--- config.mk ---
export PLATFORM = sky130hd
export DESIGN_NAME = circle_layer_mapper
export DESIGN_NICKNAME = d
export VERILOG_FILES = /design/src/rtl/circle_layer_mapper.sv
export SDC_FILE = /design/constraint.sdc
export NUM_CORES = 2
export LEC_CHECK = 0
export CORE_AREA = 10 10 559 561
export DETAILED_ROUTE_END_ITERATION = 7
export DIE_AREA = 0 0 569 571
export PLACE_DENSITY = 0.53
export SLEW_MARGIN = 20
export SYNTH_ARGS = -nofsm -noshare
export SYNTH_HDL_FRONTEND = slang
export SYNTH_SLANG_ARGS = --single-unit
export TNS_END_PERCENT = 30
--- constraint.sdc ---
create_clock -name Clk -period 7.8 [get_ports Clk]
set_clock_uncertainty 0.2 [all_clocks]
set_input_delay 1.56 -clock Clk [delete_from_list [all_inputs] [get_ports Clk]]
set_output_delay 1.56 -clock Clk [all_outputs]
set_load 0.02 [all_outputs]
--- src/rtl/circle_layer_mapper.sv ---
// rtl/circle_layer_mapper.sv - 3-stage renderer of N_OBJ circles over terrain/background with collision report
// Optional feature macro: CIRCLE_OUTLINE_EN (one-pixel black ring around each object).
module circle_layer_mapper #(
    parameter int          N_OBJ       = 4,
    parameter int          COORD_W     = 10,
    parameter int          TERRAIN_W   = 512,
    parameter logic [23:0] BG_RGB      = 24'h80A6FF,
    parameter logic [23:0] TERRAIN_RGB = 24'h009933,
    localparam int         IDX_W       = (N_OBJ > 1) ? $clog2(N_OBJ) : 1
) (
    input  logic                 Clk,
    input  logic                 Reset_n,
    input  logic                 frame_start,
    input  logic [COORD_W-1:0]   DrawX,
    input  logic [COORD_W-1:0]   DrawY,
    input  logic                 blank,
    input  logic [TERRAIN_W-1:0] terrain_data,
    input  logic                 wr_en,
    input  logic [IDX_W-1:0]     wr_idx,
    input  logic [COORD_W-1:0]   wr_x,
    input  logic [COORD_W-1:0]   wr_y,
    input  logic [COORD_W-1:0]   wr_r,
    input  logic [23:0]          wr_rgb,
    input  logic                 wr_vis,
    output logic [7:0]           Red,
    output logic [7:0]           Green,
    output logic [7:0]           Blue,
    output logic [N_OBJ-1:0]     hit_mask,
    output logic [N_OBJ-1:0]     coll_terrain,
    output logic                 coll_pair
);
    localparam int D2_W = 2 * COORD_W + 3;

    logic [COORD_W-1:0] sh_x [N_OBJ];
    logic [COORD_W-1:0] sh_y [N_OBJ];
    logic [COORD_W-1:0] sh_r [N_OBJ];
    logic [23:0]        sh_rgb [N_OBJ];
    logic [N_OBJ-1:0]   sh_vis;
    logic [COORD_W-1:0] ac_x [N_OBJ];
    logic [COORD_W-1:0] ac_y [N_OBJ];
    logic [COORD_W-1:0] ac_r [N_OBJ];
    logic [23:0]        ac_rgb [N_OBJ];
    logic [N_OBJ-1:0]   ac_vis;

    // Nonblocking commit copies the pre-write shadow when a write lands on the same edge.
    always_ff @(posedge Clk or negedge Reset_n) begin
        if (!Reset_n) begin
            for (int i = 0; i < N_OBJ; i++) begin
                sh_x[i]   <= '0;
                sh_y[i]   <= '0;
                sh_r[i]   <= '0;
                sh_rgb[i] <= '0;
                ac_x[i]   <= '0;
                ac_y[i]   <= '0;
                ac_r[i]   <= '0;
                ac_rgb[i] <= '0;
            end
            sh_vis <= '0;
            ac_vis <= '0;
        end else begin
            if (frame_start) begin
                for (int i = 0; i < N_OBJ; i++) begin
                    ac_x[i]   <= sh_x[i];
                    ac_y[i]   <= sh_y[i];
                    ac_r[i]   <= sh_r[i];
                    ac_rgb[i] <= sh_rgb[i];
                end
                ac_vis <= sh_vis;
            end
            if (wr_en && (int'(wr_idx) < N_OBJ)) begin
                sh_x[wr_idx]   <= wr_x;
                sh_y[wr_idx]   <= wr_y;
                sh_r[wr_idx]   <= wr_r;
                sh_rgb[wr_idx] <= wr_rgb;
                sh_vis[wr_idx] <= wr_vis;
            end
        end
    end

    // Later stages read the active bank directly: it only changes at frame_start,
    // when everything in flight is a blanked pixel.
    logic signed [COORD_W:0] dx_c  [N_OBJ];
    logic signed [COORD_W:0] dy_c  [N_OBJ];
    logic signed [COORD_W:0] s1_dx [N_OBJ];
    logic signed [COORD_W:0] s1_dy [N_OBJ];
    logic [TERRAIN_W-1:0]    terr_row;
    logic                    s1_terr;
    logic                    s1_blank;

    assign terr_row = terrain_data >> DrawY;

    always_comb begin
        for (int i = 0; i < N_OBJ; i++) begin
            dx_c[i] = $signed({1'b0, DrawX}) - $signed({1'b0, ac_x[i]});
            dy_c[i] = $signed({1'b0, DrawY}) - $signed({1'b0, ac_y[i]});
        end
    end

    always_ff @(posedge Clk or negedge Reset_n) begin
        if (!Reset_n) begin
            for (int i = 0; i < N_OBJ; i++) begin
                s1_dx[i] <= '0;
                s1_dy[i] <= '0;
            end
            s1_terr  <= 1'b0;
            s1_blank <= 1'b0;
        end else begin
            for (int i = 0; i < N_OBJ; i++) begin
                s1_dx[i] <= dx_c[i];
                s1_dy[i] <= dy_c[i];
            end
            s1_terr  <= terr_row[0];
            s1_blank <= blank;
        end
    end

    logic signed [D2_W-1:0] dxe   [N_OBJ];
    logic signed [D2_W-1:0] dye   [N_OBJ];
    logic [D2_W-1:0]        d2_c  [N_OBJ];
    logic [D2_W-1:0]        r_ext [N_OBJ];
    logic [D2_W-1:0]        r2_c  [N_OBJ];
    logic [N_OBJ-1:0]       hit_c;
    logic [N_OBJ-1:0]       s2_hit;
    logic                   s2_terr;
    logic                   s2_blank;

    always_comb begin
        hit_c = '0;
        for (int i = 0; i < N_OBJ; i++) begin
            dxe[i]   = {{(D2_W-COORD_W-1){s1_dx[i][COORD_W]}}, s1_dx[i]};
            dye[i]   = {{(D2_W-COORD_W-1){s1_dy[i][COORD_W]}}, s1_dy[i]};
            d2_c[i]  = dxe[i] * dxe[i] + dye[i] * dye[i];
            r_ext[i] = {{(D2_W-COORD_W){1'b0}}, ac_r[i]};
            r2_c[i]  = r_ext[i] * r_ext[i];
            hit_c[i] = ac_vis[i] && (d2_c[i] <= r2_c[i]);
        end
    end

`ifdef CIRCLE_OUTLINE_EN
    logic [D2_W-1:0]  rm1    [N_OBJ];
    logic [D2_W-1:0]  rm1_sq [N_OBJ];
    logic [N_OBJ-1:0] ring_c;
    logic [N_OBJ-1:0] s2_ring;

    always_comb begin
        ring_c = '0;
        for (int i = 0; i < N_OBJ; i++) begin
            rm1[i]    = r_ext[i] - D2_W'(1);
            rm1_sq[i] = rm1[i] * rm1[i];
            ring_c[i] = (ac_r[i] != '0) && (d2_c[i] > rm1_sq[i]);
        end
    end

    always_ff @(posedge Clk or negedge Reset_n) begin
        if (!Reset_n) s2_ring <= '0;
        else          s2_ring <= ring_c;
    end
`endif

    always_ff @(posedge Clk or negedge Reset_n) begin
        if (!Reset_n) begin
            s2_hit   <= '0;
            s2_terr  <= 1'b0;
            s2_blank <= 1'b0;
        end else begin
            s2_hit   <= hit_c;
            s2_terr  <= s1_terr;
            s2_blank <= s1_blank;
        end
    end

    logic [23:0]      sel_rgb;
    logic             multi_hit;
    logic [N_OBJ-1:0] ct_acc;
    logic             cp_acc;

    // Descending loop so the lowest-index hit is assigned last and wins.
    always_comb begin
        sel_rgb = s2_terr ? TERRAIN_RGB : BG_RGB;
        for (int i = N_OBJ - 1; i >= 0; i--) begin
            if (s2_hit[i]) begin
`ifdef CIRCLE_OUTLINE_EN
                sel_rgb = s2_ring[i] ? 24'h000000 : ac_rgb[i];
`else
                sel_rgb = ac_rgb[i];
`endif
            end
        end
    end

    assign multi_hit = (s2_hit & (s2_hit - N_OBJ'(1))) != '0;

    always_ff @(posedge Clk or negedge Reset_n) begin
        if (!Reset_n) begin
            {Red, Green, Blue} <= '0;
            hit_mask           <= '0;
            coll_terrain       <= '0;
            coll_pair          <= 1'b0;
            ct_acc             <= '0;
            cp_acc             <= 1'b0;
        end else begin
            if (s2_blank) begin
                {Red, Green, Blue} <= sel_rgb;
                hit_mask           <= s2_hit;
            end else begin
                {Red, Green, Blue} <= '0;
                hit_mask           <= '0;
            end
            if (frame_start) begin
                coll_terrain <= ct_acc;
                coll_pair    <= cp_acc;
                ct_acc       <= '0;
                cp_acc       <= 1'b0;
            end else if (s2_blank) begin
                ct_acc <= ct_acc | (s2_hit & {N_OBJ{s2_terr}});
                cp_acc <= cp_acc | multi_hit;
            end
        end
    end
endmodule

==> results by group <==
Routing
  – Iter 0 DRT Violations: 2672
  – Total number of vias: 53170
  – Vias per cell: 4.373
  – DR WL/cell: 18.63 um
  – Drt pass-1 iters: 8
  – Final ANT Viol Nets: 0
  – Drt total wl: 226500 um
  – DR DRC count: 1

Worst setup path
  – Slowest-stage cell, CP: fa_1
  – CP Buf/Inv Count: 5
  – CP endpoint kind: flop
  – Worst path max stage delay: 0.59 ns
  – Req. time, crit path: 8.19 ns
  – Worst R2R Path Depth: 26
  – CP delay by family, top: adder cells
  – CP dominant cell by count: fa_1
  – CP Data Arrival Time: 8.18 ns
  – Worst Setup Start Kind: flop
  – Maximum fanout along the worst path: 8
  – Critical setup path kind: flop to flop
  – Worst path depth: 26

Global routing
  – Total global routing track utilization: 0.1394
  – Grt ovf: 0
  – First-pass GRT wire length: 354400 um
  – Antenna violations before repair: 46
  – Vias in the first global route: 60310
  – Largest net degree at the start of global routing: 165

Synth
  – Multiplexer share of the synthesized area: 0.09416
  – Yosys top cell area share: 0.3127
  – Post-synth EDFFs: 0
  – Ys Warns: 0
  – Avg Inst Size Synth: 10.41 um^2
  – Register area share after synthesis: 0.1918
  – Synth Area in Compound Gates: 0.06545
  – Synth Flop Type: dfrtp_1
  – Yosys reg bits: 574
  – Post-Synthesis Cells: 7193
  – Syn nets: 9672
  – Most common library cells after synthesis: 1627 x inv_1, 1170 x fa_1, 715 x ha_1, 574 x dfrtp_1, 499 x nand2_1
  – Top cell type by total area after synthesis: fa_1
  – Simple-Gate Fraction of Synth Area: 0.09029
  – FFs w/ async S/R, synth: 1.000
  – Largest family of logic cells by synthesized area: adder cells
  – Mapped cell area: 74900 um^2
  – Netlist cell types: 77
  – Count leader, synth: inv_1
  – XOR/XNOR Fraction of Synth Area: 0.03047
  – Adder-cell share of the synthesized area: 0.4321
  – Area contributors post-synth: fa_1 31%, dfrtp_1 19%, ha_1 12%

Die
  – Core area: 301500 um^2
  – Die area: 324900 um^2
  – Row count: 202
  – # IOs: 627
  – Die Ht: 571 um
  – Initial Util: 0.2484
  – Die width: 569 um

Clock network
  – CTS H-tree lvls: 3
  – Root buf cell: clkbuf_16
  – Sink Count: 574
  – Maximum root-to-sink buffer count: 3
  – Clk_lat worst skew: 0.69 ns
  – CTS Buf Count: 68
  – Clk slew on worst S/H paths: 0.07 ns
  – Post-CTS Hold Buffers: 0
  – CTS tree: yes

Placed design
  – Pre-CTS setup slack: -0.4030 ns
  – Placed Cells: 12010
  – PortBufs: 626
  – Routability cong.: 0.9129
  – Dpl cell area: 88690 um^2
  – Post-DP HPWL: 194400 um

STA
  – Final Worst Setup Slack: 0.01093 ns
  – Fin. Hold Viols: 0
  – RSZ-0062 raised after global routing: yes
  – Max Slew Vio Count: 0
  – Final Critical Period: 7.789 ns
  – Setup tns final: 0 ns
  – Final setup vio count: 0
  – Worst-Margin Slew: 1.215 ns
  – Fmax: 128.4 MHz
  – Fin crit share: 0.9986
  – Max-Slew Margin vs Limit: 0.1875

Layout
  – Area grow syn2layout: 22.11%
  – Final nets: 10600
  – Layout cells sized above 1: 0.1452
  – Final instance area: 91460 um^2
  – Final Instance Count excl. Fillers: 12160

Status
  – Violated checks: DRC
  – Outcome: complete, but fails checks

Flow run
  – Max_cap viols: 0

Min path
  – Hold Crit Depth: 0
  – Worst Hold Class: flop to flop
## metal layers
| metal | global-route usage | wire (um) |
|---|---|---|
| met4 | 0.04352 | 8597 |
| met2 | 0.2551 | 116600 |
| met5 | 0 | 79 |
| met1 | 0.1663 | 90840 |
| met3 | 0.02276 | 10380 |
## state kept, by name (all words and copies together), names as in the netlist, 4 cells and up
name          flops
sh_vis            4
dxe              44
ac_r             40
hit_mask          4
sh_x             40
coll_terrain      4
ct_acc            4
sh_r             40
ac_vis            4
s2_hit            4
ac_y             40
Green             8
ac_rgb           96
Red               8
ac_x             40
sh_rgb           96
Blue              8
sh_y             40
dye              44
## path summary, 6_finish.rpt
| check | to | from | slack, ns |
|---|---|---|---|
| setup / recovery | s2_hit[1] | dxe[50] | 0.01 |
| hold / removal | s2_blank | s1_blank | 0.15 |
| setup reg to reg | s2_hit[1] | dxe[50] | 0.01 |
| hold reg to reg | s2_blank | s1_blank | 0.15 |
| max in group asynchronous | dxe[26] | Reset_n | 5.01 |
| min in group asynchronous | sh_rgb[64] | Reset_n | 0.77 |
## kinds of logic (layout without fill, tap and decap cells)
family,after synthesis,count (layout)
AO/OA/AOI/OAI,738,738
flip-flops,574,574
XOR/XNOR,259,259
multiplexers,495,495
other,0,10
AND/OR/NAND/NOR,1369,1369
buffers and inverters,1873,2849
adder cells (fa/ha/maj),1885,1885
## cells in the final DEF, fill, tap and decap left out, types with 44 or more instances in the layout
master           netlist  final
a21o_1                77     77
a21oi_1              137    129
and2_1               269    266
buf_4                  0    463
clkbuf_16              0     69
clkdlybuf4s50_1        0    622
dfrtp_1              574    558
fa_1                1170   1168
ha_1                 715    713
inv_1               1627   1623
mux2_2               361    361
mux4_2               116    116
nand2_1              499    494
nand2b_1              53     53
nand3_1               45     44
nor2_1               193    186
nor2b_1              149    146
nor3_1                58     54
o21ai_0              182    174
xnor2_1              175    171
xor2_1                83     83
## final cells by class
class                      instances  area [um^2]
antenna                           10        25.02
clock buffer                      92         1913
clock inverter                    28        375.4
fill                           31120       210100
inverter                        1627         6107
multi-input combinational       4746        53710
sequential                       574        14380
tap                             3978         4977
timing repair buffer            1102         9973
## repair_timing
item,CTS,global route
pin swaps,38,22
endpoints found under the setup margin,4,4
gates resized for setup,69,28
setup buffers,11,6
## through the flow
| step | utilization | hold WS [ns] |
|---|---|---|
| 2_1_floorplan | - | 0.1312 |
| 6_report | 0.3033 | 0.1484 |
| 3_5_place_dp | 0.2941 | 0.1363 |
| 3_3_place_gp | 0.2941 | 0.1354 |
| 4_1_cts | 0.3028 | 0.1500 |
| 5_1_grt | 0.3033 | 0.1519 |
Power is not shown: default switching activity piles up to over one toggle a cycle in this logic, so the estimate is an artifact.
